`src/rtl/writeback_stage.sv`:
```
// Writeback stage: retires ALU results to the register file and performs loads
// through a single-outstanding read port with alignment checks and a response timeout.
module writeback_stage #(
    parameter int unsigned TIMEOUT_CYCLES = 64
) (
    input  logic        clk,
    input  logic        rst_n,
    input  logic        clk_enable,
    input  logic        wb_valid,
    output logic        wb_ready,
    input  logic [31:0] pre_wb,
    input  logic [4:0]  rd,
    input  logic        load_en,
    input  logic [2:0]  load_funct3,
    output logic        mem_req,
    output logic [29:0] mem_addr,
    input  logic [31:0] mem_rdata,
    input  logic        mem_rvalid,
    output logic        rf_we,
    output logic [4:0]  rf_waddr,
    output logic [31:0] rf_wdata,
    output logic        load_fault
);

    localparam int unsigned CW = $clog2(TIMEOUT_CYCLES + 1);

    typedef enum logic {IDLE, LOAD_WAIT} state_t;

    state_t      state, state_d;
    logic [CW-1:0] cnt, cnt_d;

    logic [4:0]  ld_rd, ld_rd_d;
    logic [2:0]  ld_funct3, ld_funct3_d;
    logic [1:0]  ld_off, ld_off_d;

    logic        mem_req_d;
    logic [29:0] mem_addr_d;
    logic        rf_we_d;
    logic [4:0]  rf_waddr_d;
    logic [31:0] rf_wdata_d;
    logic        load_fault_d;

    logic        accept, load_legal, rsp, tmo;
    logic [31:0] shifted, load_data;
    logic [15:0] half;

    assign wb_ready = (state == IDLE);
    assign accept   = clk_enable & wb_valid & (state == IDLE);
    assign rsp      = clk_enable & (state == LOAD_WAIT) & mem_rvalid;
    assign tmo      = clk_enable & (state == LOAD_WAIT) & ~mem_rvalid
                      & (cnt == CW'(TIMEOUT_CYCLES - 1));

    always_comb begin
        load_legal = 1'b0;
        case (load_funct3)
            3'b000, 3'b100: load_legal = 1'b1;
            3'b001, 3'b101: load_legal = ~pre_wb[0];
            3'b010:         load_legal = (pre_wb[1:0] == 2'b00);
            default:        load_legal = 1'b0;
        endcase
    end

    // Lane selection uses the offset captured at accept, not the live pre_wb.
    assign shifted = mem_rdata >> {ld_off, 3'b000};
    assign half    = ld_off[1] ? mem_rdata[31:16] : mem_rdata[15:0];

    always_comb begin
        load_data = mem_rdata;
        case (ld_funct3)
            3'b000:  load_data = {{24{shifted[7]}}, shifted[7:0]};
            3'b100:  load_data = {24'h000000, shifted[7:0]};
            3'b001:  load_data = {{16{half[15]}}, half};
            3'b101:  load_data = {16'h0000, half};
            default: load_data = mem_rdata;
        endcase
    end

    always_ff @(posedge clk) begin
        if (!rst_n) begin
            state      <= IDLE;
            cnt        <= '0;
            ld_rd      <= '0;
            ld_funct3  <= '0;
            ld_off     <= '0;
            mem_req    <= 1'b0;
            mem_addr   <= '0;
            rf_we      <= 1'b0;
            rf_waddr   <= '0;
            rf_wdata   <= '0;
            load_fault <= 1'b0;
        end else begin
            state      <= state_d;
            cnt        <= cnt_d;
            ld_rd      <= ld_rd_d;
            ld_funct3  <= ld_funct3_d;
            ld_off     <= ld_off_d;
            mem_req    <= mem_req_d;
            mem_addr   <= mem_addr_d;
            rf_we      <= rf_we_d;
            rf_waddr   <= rf_waddr_d;
            rf_wdata   <= rf_wdata_d;
            load_fault <= load_fault_d;
        end
    end

    always_comb begin
        state_d = state;
        cnt_d   = cnt;
        if (clk_enable) begin
            case (state)
                IDLE: begin
                    if (accept && load_en && load_legal) begin
                        state_d = LOAD_WAIT;
                        cnt_d   = '0;
                    end
                end
                LOAD_WAIT: begin
                    if (mem_rvalid || tmo) begin
                        state_d = IDLE;
                        cnt_d   = '0;
                    end else begin
                        cnt_d = cnt + 1'b1;
                    end
                end
                default: state_d = IDLE;
            endcase
        end
    end

    // Pulses default low every edge; everything else holds unless updated.
    always_comb begin
        ld_rd_d      = ld_rd;
        ld_funct3_d  = ld_funct3;
        ld_off_d     = ld_off;
        mem_req_d    = mem_req;
        mem_addr_d   = mem_addr;
        rf_we_d      = 1'b0;
        rf_waddr_d   = rf_waddr;
        rf_wdata_d   = rf_wdata;
        load_fault_d = 1'b0;
        if (accept) begin
            if (!load_en) begin
                rf_we_d    = (rd != 5'd0);
                rf_waddr_d = rd;
                rf_wdata_d = pre_wb;
            end else if (load_legal) begin
                mem_req_d   = 1'b1;
                mem_addr_d  = pre_wb[31:2];
                ld_rd_d     = rd;
                ld_funct3_d = load_funct3;
                ld_off_d    = pre_wb[1:0];
            end else begin
                load_fault_d = 1'b1;
            end
        end
        if (rsp) begin
            mem_req_d  = 1'b0;
            rf_we_d    = (ld_rd != 5'd0);
            rf_waddr_d = ld_rd;
            rf_wdata_d = load_data;
        end
        if (tmo) begin
            mem_req_d    = 1'b0;
            load_fault_d = 1'b1;
        end
    end

endmodule

```
`config.mk`:
```
export PLATFORM = sky130hd
export DESIGN_NAME = writeback_stage
export DESIGN_NICKNAME = d
export VERILOG_FILES = /design/src/rtl/writeback_stage.sv
export SDC_FILE = /design/constraint.sdc
export NUM_CORES = 1
export LEC_CHECK = 0
export BUFFER_PORTS_ARGS = -buffer_cell sky130_fd_sc_hd__buf_4
export CAP_MARGIN = 5
export CORE_AREA = 2 2 98 100
export CTS_BUF_LIST = sky130_fd_sc_hd__clkbuf_8
export DETAILED_ROUTE_END_ITERATION = 7
export DIE_AREA = 0 0 100 102
export GPL_ROUTABILITY_DRIVEN = 0
export PLACE_DENSITY = 0.7
export SLEW_MARGIN = 20
export SYNTH_ARGS = -nofsm -noshare
export SYNTH_HDL_FRONTEND = slang
export SYNTH_SLANG_ARGS = --single-unit
```
`constraint.sdc`:
```
create_clock -name clk -period 3.28 [get_ports clk]
set_input_delay 0.492 -clock clk [delete_from_list [all_inputs] [get_ports clk]]
set_output_delay 0.492 -clock clk [all_outputs]
set_load 0.02 [all_outputs]
```
# == Word-level counts from Yosys, hierarchy flattened ==
# Index checks and enable logic that the tools add are counted.
# word_totals
register_bits,88
latch_bits,0
ram_bits,0
romBits,0
inputBits,78
wordCells,70
mem_count,0
# op_classes
n_addsub,1
multipliers,0
n_div,0
order_cmp,0
n_eq_ne,10
n_shift,1
muxes,22
bitwise_logic,10
n_reduce_logical,15
# op_table
operator,count
32-bit case mux with 4 select lines,1
32-bit two-way mux,3
32-bit by 5-bit >> shifter with 8-bit output,1
16-bit two-way mux,1
5-bit two-way mux,3
7-bit two-way mux,2
7-bit case mux with 2 select lines,1
3-bit equality test (second input constant),4
5-bit nonzero test,2
1-bit two-way mux,9
7-bit by 1-bit adder with 7-bit output (second input constant),1
7-bit by 6-bit equality test with 1-bit output (second input constant),1
1-bit AND,6
3-bit by 1-bit equality test with 1-bit output (second input constant),2
3-bit logical NOT,2
2-bit by 1-bit != test with 1-bit output (second input constant),2
1-bit inverter,4
2-bit AND reduction,2
2-bit OR reduction,2
3-bit by 2-bit equality test with 1-bit output (second input constant),1
1-bit case mux with 3 select lines,1
3-bit AND reduction,1
3-bit OR reduction,1
1-bit logical AND,2
other kinds (4),4

# == Logic depth before layout (Yosys ltp) ==
# Gate-level depths: netlist of run 1.
# logic_depth
ltp_word,7
depth_mapped,7
ltp_nobuf,5

# == Worst setup path before layout of run 1 ==
# Ideal clock, no wire load.
# synth_timing
path_type,input to register
startpoint,input port pre_wb[1]
endpoint,register cnt[5]
setup_time_ns,0.120
arrival_ns,1.565
required_ns,3.160
setup_slack_ns,1.595
stages,4
cell_sequence,nor4_2 -> o2111ai_1 -> and3_1 -> a211o_1
# synth_via
elab_chain_cells,5
# synth_rtl
item,line_no,rtl
start: declaration,11,"input logic [31:0] pre_wb,"
2-bit logical NOT,58,3'b010: load_legal = (pre_wb[1:0] == 2'b00);
1-bit case mux with 3 select lines,55,case (load_funct3)
1-bit logical AND,112,if (accept && load_en && load_legal) begin
2-bit by 1-bit != test with 1-bit output (no source line),--,
2-bit AND reduction (no source line),--,
end signal: assignment,93,cnt <= cnt_d;
end: declaration,30,"logic [CW-1:0] cnt, cnt_d;"
# No other way between the ends.
# A chain may end at the register's enable or synchronous reset.

# == Final worst setup path of run 1 ==
# layout_timing
startpoint,register ld_funct3[0]
endpoint,register rf_wdata[1]
# layout_via
elab_chain_cells,3
elab_cells_between_ends,6
classes_between,eq/ne (3); mux (2); reduce/logical (1)
# layout_rtl
item,line_no,rtl
start: declaration,33,"logic [2:0] ld_funct3, ld_funct3_d;"
start signal: assignment,95,ld_funct3 <= ld_funct3_d;
3-bit equality test (tied with other cells),69,case (ld_funct3)
32-bit case mux with 4 select lines (*),69,
32-bit two-way mux (*),156,if (rsp) begin
end signal: assignment,101,rf_wdata <= rf_wdata_d;
end: declaration,21,"output logic [31:0] rf_wdata,"
# Mark *: on every way between the ends. The rest lies on a longest branch, timed or not.

==> results of run 1 <==
## cells by family after synthesis
logic type	synth area share, %
flops	43.8
mux	2.99
compound gates	26.8
buf+inv	4.70
simple gates	21.4
fa+ha+maj	0.311
## worst min-delay path, delay by kind of cell
kind	cells	cell delay (ns)
compound gates	1	0.05
buf+inv	1	0.11
simple gates	1	0.05
## per-stage QoR
stage / area (um^2) / hold slack, ns
final: 5370 / 0.386
after global routing: 5370 / 0.376
after CTS: 5370 / 0.378
after detailed placement: 5170 / 0.435
after global placement: 5170 / 0.429
after floorplan: 4020 / 0.407
## cells in the final DEF (no fill, tap or decap), types with 4 or more instances in the layout
cell / netlist / routed
buf_4: 1 / 152
nand2_1: 121 / 121
dfxtp_1: 88 / 88
a21oi_1: 66 / 66
o221ai_1: 21 / 21
nor2_1: 18 / 18
a22oi_1: 14 / 14
o21ai_0: 10 / 10
a21oi_2: 10 / 10
clkbuf_8: 0 / 10
o22ai_1: 8 / 8
nor3_1: 8 / 8
inv_1: 6 / 7
nor2b_1: 6 / 6
and3_1: 6 / 6
nor4_1: 6 / 6
nand3_1: 5 / 5
mux4_2: 4 / 4
a211o_1: 4 / 4
a22o_1: 4 / 4
## flip-flops by register name (all words and copies together) (netlist names), 2 cells and up
name / flops
ld_off: 2
ld_rd: 5
cnt: 7
rf_wdata: 32
rf_waddr: 5
mem_addr: 30
ld_funct3: 3
## power by group
part | total (uW) | internal (uW) | switching [uW]
Clock | 751 | 369 | 382
Combinational | 329 | 152 | 178
Sequential | 1130 | 1100 | 24.3
Total | 2210 | 1620 | 583
## layout make-up
class | instances | share of cell area (%)
Clock inverter | 6 | 1.14
Timing Repair Buffer | 153 | 21.6
Multi-Input combinational cell | 356 | 38.8
Inverter | 6 | 0.420
Tap cell | 111 | 2.59
Sequential cell | 88 | 32.8
Clock buffer | 10 | 2.56
## how the worst max path moves through the flow
| stage | from | to | slack [ns] | depth (start not counted) |
|---|---|---|---|---|
| floorplan | pre_wb[1] | cnt[5]$_SDFFE_PN0P_ | 1.60 | 4 |
| global placement | pre_wb[1] | ld_funct3[1]$_SDFFE_PN0P_ | 1.07 | 6 |
| detailed placement | pre_wb[1] | mem_addr[28]$_SDFFE_PN0P_ | 1.03 | 6 |
| CTS | ld_funct3[0]$_SDFFE_PN0P_ | rf_wdata[1]$_SDFFE_PN0P_ | 1.09 | 4 |
| global route | state$_SDFFE_PN0P_ | rf_wdata[19]$_SDFFE_PN0P_ | 0.86 | 4 |
| finish | ld_funct3[0]$_SDFFE_PN0P_ | rf_wdata[1]$_SDFFE_PN0P_ | 1.08 | 4 |
## layer usage
layer,vias up,track usage (%),wire (um)
met5,-,0,0
li1,2023,-,-
met3,18,3.35,731
met1,1952,32.3,5620
met4,0,6.74,178
met2,165,39.6,6150
==> impl_metrics.toml, run 1 <==
[run_status]
outcome = "completed"

[placed_design]
io_buffer_count = 148
dp_slack_ns = 1.03
dp.cells = 714
dpl.hpwl_mm = 9.36

[route]
wl_per_cell_um = 17.4
final_antenna_net_count = 0
drcViolationCount = 0
wl_mm = 12.7
dr.pass1.iters = 5
routed_via_density = 5.70
drtIter0Drc = 329
vias = 4158

[sta]
period_needed_ns = 2.20
rsz0062_at_grt = "no"
setup_viol = 0
relSlewSlack_pct = 36.5
fin_ws_ns = 1.08
fin_tns_setup_ns = 0
finalCritPeriodShare_pct = 67.2
max_freq_ghz = 0.454
hold_viol = 0
finalClockSkew_ns = 0.00698
tightest_slew_ns = 0.951
drv_slew = 0

[clock_tree]
ctsResizeCount = 0
clkTransAtPathRegs_ns = 0.09
htreeDepth = 3
cts_hold_buf = 0
cts_root_buf = "clkbuf_8"
cts_sinks = 88
tritoncts = "built"
postCtsSetupRepairBufs = 0
cts_max_path_buffers = 2
cts_buffers = 9
clock_latency_ns = 0.35

[synthesis]
synthFlopType = "dfxtp_1"
yosys_warnings = 0
syn_avg_cell_area_um2 = 8.24
syn_area_um2 = 4020
synth_top_area_share_pct = 43.8
synth_edf_count = 0
syn-instance-count = 488
synth.largest_area_cell = "dfxtp_1"
synth.most_common_cell = "nand2_1"
ys_seq_elements = 88
syn_nets = 567
ys_types = 55
yosysSeqAreaShare_pct = 43.8
synth.area.top_cells = "dfxtp_1 44%, nand2_1 11%, a21oi_1 8.2%"
ys_top_cells_by_count = "121 x nand2_1, 88 x dfxtp_1, 66 x a21oi_1"
async_flop_share_pct = 0

[power]
p_leak_uw = 0.00217
p_total_uw = 2210
power.density_nw_per_um2 = 411
vdd_drop_max_v = 0.000177

[cells_and_area]
area.growth.synth_to_final_pct = 33.4
drive_above_1_share_pct = 30.2
antenna_cells = 0
ff_latch_area_um2 = 1760
fin_nets = 693
fin_util_pct = 58.9
finalNonFillerCells = 730
fillerInstances = 864
multi_input_area_um2 = 2080

[floorplanning]
ios = 149
core-area_um2 = 9110
die_y_um = 102
start_util_pct = 44.2
fp-row-count = 35
die_area_um2 = 10200
die_x_um = 100

[critical_path]
r2r_slack_ns = 1.08
required_ns = 3.50
path_delay_family = "flip-flops"
path_cells = "nand2b_1 -> mux4_2 -> a21oi_1 -> o41ai_1"
r2r_cells = 4
r2r-start = "ld_funct3[0]$_SDFFE_PN0P_"
startpoint_type = "flip-flop"
critical_path_peak_fanout = 17
path_class = "reg -> reg"
worst_path_max_delay_cell = "dfxtp_1"
critPathArrivalTime_ns = 2.42
slowest_delay_ns = 0.71
critPathCaptureType = "flip-flop"
timing.rr.end = "rf_wdata[1]$_SDFFE_PN0P_"
critPathBufInv = 0

[global_route]
antenna_found_initial = 0
grt_use_total_pct = 23.7
grt_pass1_vias = 3700
overflow = 0
grt_pass1_wl_mm = 19.1
grt_max_degree = 35

[job]
max_cap_violations = 0

[worst_hold_path]
hold_path_startpoint = "pre_wb[17]"
hp-class = "in -> reg"
hold_depth = 3
hold_end = "mem_addr[15]$_SDFFE_PN0P_"
(Power assumes the default switching activity.)
==> run 2, diff against run 1 <==
clock period = 2.1 ns   (was 3.28 ns; I/O delays follow)
==> run 2 against run 1 <==
Effect of this change: critical path depth rose by 1; combinational power rose by 61%; global-route usage rose by 0.64 points; sequential share of layout area fell by 0.83 points; maximum frequency rose by 29%; clock skew rose by 0.0083 ns; via count rose by 1.5%.
==> impl_metrics.toml, run 2 (synthesis results as in run 1) <==
[run_status]
outcome = "completed"

[global_route]
grt_max_degree = 42
antenna_found_initial = 0
grt_use_total_pct = 24.3
overflow = 0
grt_pass1_wl_mm = 19.7
grt_pass1_vias = 3884

[power]
vdd_drop_max_v = 0.000401
power.density_nw_per_um2 = 660
p_total_uw = 3640
p_leak_uw = 0.00225

[floorplanning]
die_y_um = 102
fp-row-count = 35
core-area_um2 = 9110
ios = 149
die_area_um2 = 10200
start_util_pct = 44.2
die_x_um = 100

[clock_tree]
cts_root_buf = "clkbuf_8"
cts_sinks = 88
tritoncts = "built"
clock_latency_ns = 0.36
ctsResizeCount = 0
cts_buffers = 9
cts_max_path_buffers = 2
htreeDepth = 3
clkTransAtPathRegs_ns = 0.10
postCtsSetupRepairBufs = 0
cts_hold_buf = 0

[cells_and_area]
max_flop_register = "rf_wdata"
layout_common_cells = "164 x buf_4, 121 x nand2_1, 88 x dfxtp_1"
fillerInstances = 830
layout_commonest_cell = "buf_4"
fin_nets = 706
drive_above_1_share_pct = 32.0
top_regs = "rf_wdata x32, mem_addr x30, cnt x7"
area.growth.synth_to_final_pct = 36.9
antenna_cells = 0
fin_util_pct = 60.4
largest_reg_flops = 32

[critical_path]
startpoint_type = "flip-flop"
critPathBufInv = 1
path_class = "reg -> reg"
worst_path_max_delay_cell = "and3_1"
critical_path_peak_fanout = 12
slowest_delay_ns = 0.56
path_cells = "and3_1 -> nor2_1 -> buf_4 -> a22oi_1 -> o22ai_1"
critPathArrivalTime_ns = 1.94
required_ns = 2.33
path_delay_family = "simple AND/OR/NAND/NOR gates"
critPathCaptureType = "flip-flop"

[route]
wl_per_cell_um = 17.2
drtIter0Drc = 270
routed_via_density = 5.68
wl_mm = 12.8
dr.pass1.iters = 5
drcViolationCount = 0
vias = 4221
final_antenna_net_count = 0

[sta]
setup_viol = 0
max_freq_ghz = 0.587
relSlewSlack_pct = 64.6
fin_ws_ns = 0.396
tightest_slew_ns = 0.530
period_needed_ns = 1.70
hold_viol = 0
rsz0062_at_grt = "no"
fin_tns_setup_ns = 0
drv_slew = 0
finalClockSkew_ns = 0.0153
hold_ws_ns = 0.197
finalCritPeriodShare_pct = 81.1

[placed_design]
dpl.hpwl_mm = 9.49
io_buffer_count = 148
dp_slack_ns = 0.420

[job]
max_cap_violations = 0

[worst_hold_path]
hp-class = "in -> reg"
run 2: changes by cell type in the layout (fill, tap and decap cells not counted):
cell / before / now
inv_6: 0 / 1
inv_1: 7 / 5
buf_4: 152 / 164
clkinvlp_4: 2 / 1
bufinv_16: 1 / 2
clkinv_2: 0 / 1
buf_12: 1 / 2
run 2: power breakdown:
group	leakage (uW)	internal, uW	switching, uW	total [uW]
Combinational	0.00142	249	281	531
Clock	0.000113	707	640	1350
Sequential	0.000714	1720	34.2	1760
run 2: through the flow:
stage / instance area (um^2) / cells
detailed placement: 5280 / 727
global route: 5510 / 743
finish: 5510 / 743
floorplan: 4020 / 488
CTS: 5510 / 743
global placement: 5280 / 727
run 2: worst paths after layout:
path                                     to  slack (ns)  cells after the start                start
setup / recovery   rf_wdata[5]$_SDFFE_PN0P_        0.40                      5   state$_SDFFE_PN0P_
hold / removal    mem_addr[22]$_SDFFE_PN0P_        0.20                      3           pre_wb[24]
setup reg to reg   rf_wdata[5]$_SDFFE_PN0P_        0.40                      5   state$_SDFFE_PN0P_
hold reg to reg         cnt[6]$_SDFFE_PN0P_        0.44                      2  cnt[6]$_SDFFE_PN0P_
run 2: metal layers:
layer,wire [um],up-vias,track usage [%]
met3,767,17,3.56
met2,6270,171,40.6
met5,0,-,0
li1,-,2047,-
met1,5540,1986,32.4
met4,234,0,8.64
run 2: area by class of cell:
cell class                 instances  area, um^2  area share [%]
multi-input combinational        356        2080            37.8
sequential                        88        1760            32.0
timing repair buffer             166        1270            23.1
tap                              111         139            2.52
clock buffer                      10         138            2.50
clock inverter                     6        90.1            1.64
inverter                           6        22.5           0.409
run 2: tightest hold or removal path, delay by kind of cell:
| family | cells | cell delay (ns) |
|---|---|---|
| buffers and inverters | 1 | 0.11 |
| AOI/OAI and AO/OA | 1 | 0.05 |
| and+or+nand+nor | 1 | 0.05 |
==> run 3, diff against run 2 <==
clock period = 1.75 ns   (was 2.1 ns; I/O delays follow)
==> run 3 against run 2 <==
Effect of this change: the flow now finishes with violations (setup timing); design area increased by 1.6%; clock-buffer cell count is 1 higher; first-iteration DRC count down 24%; combinational power is 23% higher; global-route usage rose by 0.072 points; core utilization up 0.99 points; sequential power rose by 20%; power rose by 19%; via count grew 1.9%; critical path type unchanged.
==> impl_metrics.toml, run 3 (synthesis results as in run 1) <==
[placed_design]
dp.cells = 732
io_buffer_count = 148
dpl.hpwl_mm = 9.80
dpl-instance-area_um2 = 5350

[route]
vias = 4303
wl_mm = 13.1
wl_per_cell_um = 17.5
drtIter0Drc = 205
drcViolationCount = 0
dr.pass1.iters = 5
routed_via_density = 5.74
final_antenna_net_count = 0

[power]
p_total_uw = 4330
vdd_drop_max_v = 0.000395
power.density_nw_per_um2 = 774
p_leak_uw = 0.00230

[floorplanning]
die_area_um2 = 10200
ios = 149
core-area_um2 = 9110
die_x_um = 100
fp-row-count = 35
die_y_um = 102
start_util_pct = 44.2

[cells_and_area]
layout_commonest_cell = "buf_4"
finalNonFillerCells = 749
top_regs = "rf_wdata x32, mem_addr x30, cnt x7"
area.growth.synth_to_final_pct = 39.1
drive_above_1_share_pct = 32.9
antenna_cells = 0
fin_nets = 713
fin_util_pct = 61.4
max_flop_register = "rf_wdata"
largest_reg_flops = 32
postLayoutCellArea_um2 = 5600
layout_common_cells = "168 x buf_4, 121 x nand2_1, 87 x dfxtp_1"

[clock_tree]
cts_root_buf = "clkbuf_8"
cts_buffers = 9
clock_latency_ns = 0.36
htreeDepth = 3
tritoncts = "built"
cts_sinks = 88
clkTransAtPathRegs_ns = 0.09
cts_hold_buf = 0
cts_max_path_buffers = 2

[global_route]
grt_max_degree = 43
antenna_found_initial = 0
grt_pass1_wl_mm = 19.7
overflow = 0
grt_use_total_pct = 24.4
grt_pass1_vias = 4021

[critical_path]
slowest_delay_ns = 0.47
startpoint_type = "flip-flop"
path_class = "reg -> reg"
path_cells = "ha_2 -> nand4b_1 -> o311a_1 -> and3_1 -> a211o_1"
required_ns = 2.01
critical_path_peak_fanout = 4
critPathCaptureType = "flip-flop"
critPathArrivalTime_ns = 2.08
worst_path_max_delay_cell = "o311a_1"

[sta]
setup_viol = 3
hold_viol = 0
max_freq_ghz = 0.551
finalClockSkew_ns = 0.0151
finalCritPeriodShare_pct = 104
period_needed_ns = 1.81
drv_slew = 0
relSlewSlack_pct = 68.4
fin_ws_ns = -0.0635
tightest_slew_ns = 0.473

[run_status]
outcome = "finished with violations"
violations = "setup timing"

[job]
max_cap_violations = 0

[worst_hold_path]
hp-class = "in -> reg"
-- run 3: worst paths after layout --
check	from	to	slack, ns	depth (start not counted)
setup / recovery	cnt[1]$_SDFFE_PN0P_	cnt[4]$_SDFFE_PN0P_	-0.06	5
hold / removal	pre_wb[22]	mem_addr[20]$_SDFFE_PN0P_	0.16	3
setup reg to reg	cnt[1]$_SDFFE_PN0P_	cnt[4]$_SDFFE_PN0P_	-0.06	5
hold reg to reg	mem_addr[21]$_SDFFE_PN0P_	mem_addr[21]$_SDFFE_PN0P_	0.46	2
-- run 3: where the power goes --
part / internal (uW) / total [uW] / switching, uW
Sequential: 2070 / 2110 / 40.5
Clock: 868 / 1570 / 703
Combinational: 308 / 654 / 345
Total: 3240 / 4330 / 1090
-- run 3: cell type report --
class	instances	area [um^2]
fill	849	3510
inverter	6	22.5
clock buffer	11	151
clock inverter	4	68.8
multi-input combinational	356	2090
sequential	88	1760
timing repair buffer	173	1360
tap	111	139
-- run 3: timing repair --
action                     CTS  global route
buffers inserted             0             2
setup endpoints to repair    0             4
resized for setup            0             5
-- run 3: through the flow --
stage               hold slack (ns)  TNS (ns)  setup slack (ns)
floorplan                     0.398         0             0.214
global placement              0.425         0             0.153
detailed placement            0.434         0            0.0119
CTS                           0.145         0           0.00244
global route                  0.147    -0.300            -0.110
finish                        0.155    -0.148           -0.0635
-- run 3: critical path, delay by kind of cell (launching register included) --
| family | cells | cell delay [ns] |
|---|---|---|
| AOI/OAI and AO/OA | 2 | 0.69 |
| DFF | 1 | 0.37 |
| adders and majority gates | 1 | 0.23 |
| and+or+nand+nor | 2 | 0.42 |
-- run 3: per-layer routing --
layer | routed length [um] | track usage [%] | vias up | part of all wire [%]
li1 | - | - | 2061 | -
met1 | 5470 | 31.2 | 2015 | 42
met2 | 6480 | 41.5 | 193 | 49
met3 | 850 | 4.45 | 34 | 6.5
met4 | 313 | 9.06 | 0 | 2.4
met5 | 0 | 0 | - | 0
